<file path="config.mk">
export PLATFORM = sky130hd
export DESIGN_NAME = branch_predictor
export DESIGN_NICKNAME = d
export VERILOG_FILES = /design/src/rtl/branch_predictor.sv
export SDC_FILE = /design/constraint.sdc
export NUM_CORES = 2
export LEC_CHECK = 0
export ABC_CLOCK_PERIOD_IN_PS = 8500
export BUFFER_PORTS_ARGS = -buffer_cell sky130_fd_sc_hd__buf_4
export CAP_MARGIN = 20
export CORE_MARGIN = 2
export CORE_UTILIZATION = 40
export DETAILED_ROUTE_END_ITERATION = 10
export HOLD_SLACK_MARGIN = 0.1
export PLACE_DENSITY = 0.52
export SLEW_MARGIN = 30
export SYNTH_ARGS = -nofsm -noshare
export SYNTH_HDL_FRONTEND = slang
export SYNTH_SLANG_ARGS = --single-unit
</file>
<file path="constraint.sdc">
create_clock -name clk -period 8.5 [get_ports clk]
set_input_delay 1.7 -clock clk [delete_from_list [all_inputs] [get_ports clk]]
set_output_delay 1.7 -clock clk [all_outputs]
set_load 0.05 [all_outputs]
</file>
<file path="src/rtl/branch_predictor.sv">
`default_nettype none
// +----------------------------------------------------------------------------+
// | Module   : branch_predictor                                                |
// | Purpose  : Direct-mapped BTB with 2-bit saturating counters. Fetch looks   |
// |            up IF_PC combinationally and gets predict_taken/predict_PC; the |
// |            table is trained at the clock edge from EX branch resolution.   |
// | Ports    : clk, rst            - clock, synchronous active-high reset       |
// |            IF_PC               - PC currently in fetch                      |
// |            predict_taken       - fetch predicts taken                       |
// |            predict_PC          - next fetch PC (target or IF_PC+4)          |
// |            EX_is_branch        - update strobe from EX                      |
// |            EX_PC, EX_taken     - resolved PC and actual direction           |
// |            EX_target           - resolved taken target                      |
// |            EX_mispredict       - redirect in progress (statistics only)     |
// |            EX_stall            - EX frozen, update suppressed               |
// |            stat_branches       - resolved-branch count   (BP_STATS_EN only) |
// |            stat_mispredicts    - mispredict count        (BP_STATS_EN only) |
// | Options  : define BP_STATS_EN to add the two statistics counters.          |
// | Revision : 1.0 - initial release                                           |
// +----------------------------------------------------------------------------+
module branch_predictor #(
  parameter int         IDX_BITS  = 6,
  parameter int         TAG_BITS  = 8,
  parameter logic [1:0] RESET_CTR = 2'b10
) (
  input  logic        clk,
  input  logic        rst,
  input  logic [31:0] IF_PC,
  output logic        predict_taken,
  output logic [31:0] predict_PC,
  input  logic        EX_is_branch,
  input  logic [31:0] EX_PC,
  input  logic        EX_taken,
  input  logic [31:0] EX_target,
  input  logic        EX_mispredict,
  input  logic        EX_stall
`ifdef BP_STATS_EN
  ,
  output logic [31:0] stat_branches,
  output logic [31:0] stat_mispredicts
`endif
);

  localparam int ENTRIES = 1 << IDX_BITS;
  localparam int TAG_LO  = IDX_BITS + 2;
  localparam int TAG_HI  = IDX_BITS + TAG_BITS + 1;

  // Table storage kept in flops so lookup is purely combinational.
  logic                r_valid  [ENTRIES];
  logic [TAG_BITS-1:0] r_tag    [ENTRIES];
  logic [31:0]         r_target [ENTRIES];
  logic [1:0]          r_ctr    [ENTRIES];

  // ---------------------------------------------------------------- lookup
  logic [IDX_BITS-1:0] w_if_idx;
  logic [TAG_BITS-1:0] w_if_tag;
  logic                w_if_hit;

  assign w_if_idx = IF_PC[IDX_BITS+1:2];
  assign w_if_tag = IF_PC[TAG_HI:TAG_LO];
  assign w_if_hit = r_valid[w_if_idx] && (r_tag[w_if_idx] == w_if_tag);

  assign predict_taken = w_if_hit && r_ctr[w_if_idx][1];
  // 32-bit addition wraps naturally from 0xFFFFFFFC to 0x00000000.
  assign predict_PC    = predict_taken ? r_target[w_if_idx] : (IF_PC + 32'd4);

  // ---------------------------------------------------------------- update
  logic [IDX_BITS-1:0] w_ex_idx;
  logic [TAG_BITS-1:0] w_ex_tag;
  logic                w_ex_hit;
  logic                w_upd;
  logic [1:0]          w_ctr_cur;
  logic [1:0]          w_ctr_next;

  assign w_ex_idx  = EX_PC[IDX_BITS+1:2];
  assign w_ex_tag  = EX_PC[TAG_HI:TAG_LO];
  assign w_ex_hit  = r_valid[w_ex_idx] && (r_tag[w_ex_idx] == w_ex_tag);
  assign w_upd     = EX_is_branch && !EX_stall;
  assign w_ctr_cur = r_ctr[w_ex_idx];

  always_comb begin
    w_ctr_next = w_ctr_cur;
    if (EX_taken) begin
      if (w_ctr_cur != 2'b11) w_ctr_next = w_ctr_cur + 2'd1;
    end else begin
      if (w_ctr_cur != 2'b00) w_ctr_next = w_ctr_cur - 2'd1;
    end
  end

  // Reset has priority over any same-cycle training. Tags and targets are
  // left unreset because valid=0 masks them.
  always_ff @(posedge clk) begin
    if (rst) begin
      for (int i = 0; i < ENTRIES; i++) begin
        r_valid[i] <= 1'b0;
        r_ctr[i]   <= 2'b01;
      end
    end else if (w_upd) begin
      if (w_ex_hit) begin
        r_ctr[w_ex_idx] <= w_ctr_next;
        if (EX_taken) r_target[w_ex_idx] <= EX_target;
      end else if (EX_taken) begin
        // Miss on a taken branch allocates, evicting any aliasing entry.
        r_valid[w_ex_idx]  <= 1'b1;
        r_tag[w_ex_idx]    <= w_ex_tag;
        r_target[w_ex_idx] <= EX_target;
        r_ctr[w_ex_idx]    <= RESET_CTR;
      end
    end
  end

  // ------------------------------------------------------------ statistics
`ifdef BP_STATS_EN
  logic [31:0] r_stat_branches;
  logic [31:0] r_stat_mispredicts;

  always_ff @(posedge clk) begin
    if (rst) begin
      r_stat_branches    <= 32'd0;
      r_stat_mispredicts <= 32'd0;
    end else if (w_upd) begin
      r_stat_branches <= r_stat_branches + 32'd1;
      if (EX_mispredict) r_stat_mispredicts <= r_stat_mispredicts + 32'd1;
    end
  end

  assign stat_branches    = r_stat_branches;
  assign stat_mispredicts = r_stat_mispredicts;

  logic w_unused;
  assign w_unused = ^{IF_PC[1:0], EX_PC[1:0], EX_PC[31:TAG_HI+1]};
`else
  // Without statistics the mispredict flag has no consumer.
  logic w_unused;
  assign w_unused = ^{IF_PC[1:0], EX_PC[1:0], EX_PC[31:TAG_HI+1], EX_mispredict};
`endif

endmodule
`default_nettype wire

</file>
==> results by group <==
Synthesis
  • Seq cells post-synth: 2752
  • Main flop type after synthesis: edfxtp_1
  • Synth warn: 0
  • Synthesized cell area: 114000 um^2
  • Avg Inst Size Synth: 21.2 um^2
  • Post-synth EDFFs: 2688
  • Post-Syn Instances: 5372
  • Mapped Nets: 5475
  • Async SR Flop Fraction: 0%
  • Netlist cell types: 74
  • Seq/Total Area, Yosys: 72.1%

Placement
  • Number of port buffers: 115
  • Place WS: 0.540 ns
  • DP Cell Count: 9109
  • GP Congestion: 0.828
  • Detail Placement HPWL: 194000 um
  • Placed Area: 120000 um^2

Clock network
  • Max Root-Sink Buffers: 4
  • Postcts setup bufs: 0
  • H-tree depth: 5
  • Num CTS Buffers: 304
  • Root Driver: clkbuf_16
  • CTS tree: built
  • # clock sinks: 2752
  • Hold buffers post-CTS: 0
  • Post-CTS resize count: 0
  • Clock slew at reported path FFs: 0.06 ns
  • Clock latency on the worst-skew pair: 0.85 ns

Hold path
  • Tightest Hold Check Type: flip-flop to flip-flop

Timing
  • Final setup fails: 0
  • Rel. slew slack: 28.9%
  • Fin Setup TNS: 0 ns
  • RSZ-0062 raised after global routing: no
  • Least-Margin Pin Slew: 1.06 ns
  • Worst Skew: 0.0423 ns
  • Count of pins over their slew limit: 0
  • Setup ws final: 0.596 ns
  • FMAX: 0.127 GHz
  • Hold_ws: 0.475 ns
  • Final Critical Period: 7.90 ns
  • Final Hold Fails: 0
  • Final period util: 93.0%

Route
  • Top Metal Used: met4
  • Metal3 WL: 17400 um
  • First-pass DRT Iterations: 8
  • WL met2: 163000 um
  • DRC: 0
  • Routed WL: 323000 um
  • ANT nets after route: 0
  • Initial DRC count: 5943
  • Routed met1 length: 133000 um
  • Total number of vias: 57300
  • Routed WL per cell: 33.4 um
  • Vias per cell: 5.94

Global route
  • Initial antenna violation count: 24
  • Largest net degree at the start of global routing: 127
  • GRT Resource Usage Total: 22.3%
  • First-pass GRT wire length: 455000 um
  • Vias in the first global route: 58600
  • Grt total ovfl: 0

Floorplanning
  • Ports: 135
  • Chip width: 537 um
  • Row cnt: 195
  • Die area: 289000 um^2
  • Die height: 537 um
  • Area of the core: 283000 um^2
  • Initial Util: 40.2%

Worst setup path
  • WP data arrival: 6.20 ns
  • R2R Setup Slk: 3.90 ns
  • Critical Path Start Type: input pin
  • CP Cell Sequence: buf_8, buf_4, mux4_2, mux4_2, o22ai_1, nor3_1, xor2_1, nand3b_1, nor4bb_4, buf_12, mux2_2, buf_4
  • Critical Path Max Stage Delay: 0.56 ns
  • Setup CP Type: input pin to output pin
  • Worst-path fanout max: 52
  • Slowest cell on crit path: mux4_2
  • Crit. End Element: output pin
  • WP data required: 6.80 ns

Layout
  • Area growth, synth to finish: 14.2%
  • Design Area, Final: 130000 um^2
  • Fillers: 23700
  • Final non-filler cell total: 9655
  • Share of cells above drive strength 1: 32.7%
  • Final Net Count: 5775

Pwr
  • Cell leakage power: 39.9 nW
  • VDD IR max: 0.000141 V
  • Power per cell area: 226 nW/um^2

Run status
  • Status: finished, final reports clean

Job
  • Max-Cap Viols: 0
worst max-delay path: cells and delay by family:
kind / cells / cell delay [ns]
xor gates and xnor gates: 1 / 0.20
and+or+nand+nor: 3 / 0.79
muxes: 3 / 1.59
buffers and inverters: 4 / 1.36
AOI/OAI and AO/OA: 1 / 0.31
where the power goes:
group	switching, W	internal [W]
combinational	0.00106	0.000647
sequential	0.0000156	0.0149
clock	0.00533	0.00739
metal layers:
layer,vias up,global-route usage [%]
met3,457,3.27
met4,0,6.71
met5,-,0
met1,31500,29.9
met2,1871,37.7
li1,23500,-
cells in the mapped netlist, types with 36 or more instances:
cell type,number,area share [%]
a21oi_1,36,0.16
a22oi_1,68,0.45
a31oi_1,68,0.37
buf_2,120,0.53
clkbuf_1,193,0.64
dfxtp_1,64,1.1
edfxtp_1,2688,71
inv_1,69,0.23
mux2_2,57,0.56
mux2i_1,175,1.5
mux4_2,916,18
nand2_1,146,0.48
nand3_1,61,0.27
nor2_1,109,0.36
nor3_1,73,0.32
o21bai_1,69,0.46
o21bai_2,60,0.59
o32ai_1,64,0.49
xnor2_1,36,0.28
registers in the layout (all words and copies together), names as in the netlist:
signal and cells:
r_target 2048, r_tag 512, r_ctr 128, r_valid 64
final timing paths:
kind	cells after the start	endpoint	from
min	2	r_valid[31]$_DFF_P_	r_valid[31]$_DFF_P_
max	12	predict_PC[22]	IF_PC[2]
max reg2reg	10	r_ctr[1][1]$_SDFFCE_PN0P_	r_tag[63][6]$_DFFE_PP_
min reg2reg	2	r_valid[31]$_DFF_P_	r_valid[31]$_DFF_P_
logic make-up after synthesis:
| family | after synthesis | synth area share, % |
|---|---|---|
| buffers and inverters | 462 | 1.87 |
| AO/OA/AOI/OAI | 506 | 3.50 |
| AND/OR/NAND/NOR | 449 | 1.78 |
| multiplexers | 1152 | 20.3 |
| flip-flops | 2752 | 72.1 |
| XOR/XNOR | 50 | 0.385 |
| adder cells (fa/ha/maj) | 1 | 0.0110 |
layout make-up:
| type | count | area (um^2) | area share (%) |
|---|---|---|---|
| repair buffers | 382 | 3250 | 2.50 |
| clock buffers | 385 | 8100 | 6.24 |
| inverters | 74 | 285 | 0.220 |
| diodes | 5 | 12.5 | 0.00963 |
| flip-flops and latches | 2752 | 82000 | 63.1 |
| clock inverters | 156 | 1360 | 1.05 |
| multi-input cells | 2158 | 30200 | 23.2 |
| well taps | 3743 | 4680 | 3.61 |
cells in the final DEF (no fill, tap or decap), types with 68 or more instances in the layout:
cell,n
mux4_2,916
a22oi_1,68
clkinv_1,68
o21bai_1,69
nor3_1,69
a31oi_1,68
mux2i_1,175
edfxtp_1,2688
buf_4,353
nand2_1,134
clkbuf_16,312
inv_1,68
clkbuf_1,71
metrics by stage:
step	total power [W]	util [%]
final	0.0294	46.0
after global routing	0.0302	46.0
after CTS	0.0296	46.0
after detailed placement	0.0169	42.6
after global placement	0.0169	42.5
after floorplan	0.0162	-
(Power assumes the default switching activity.)
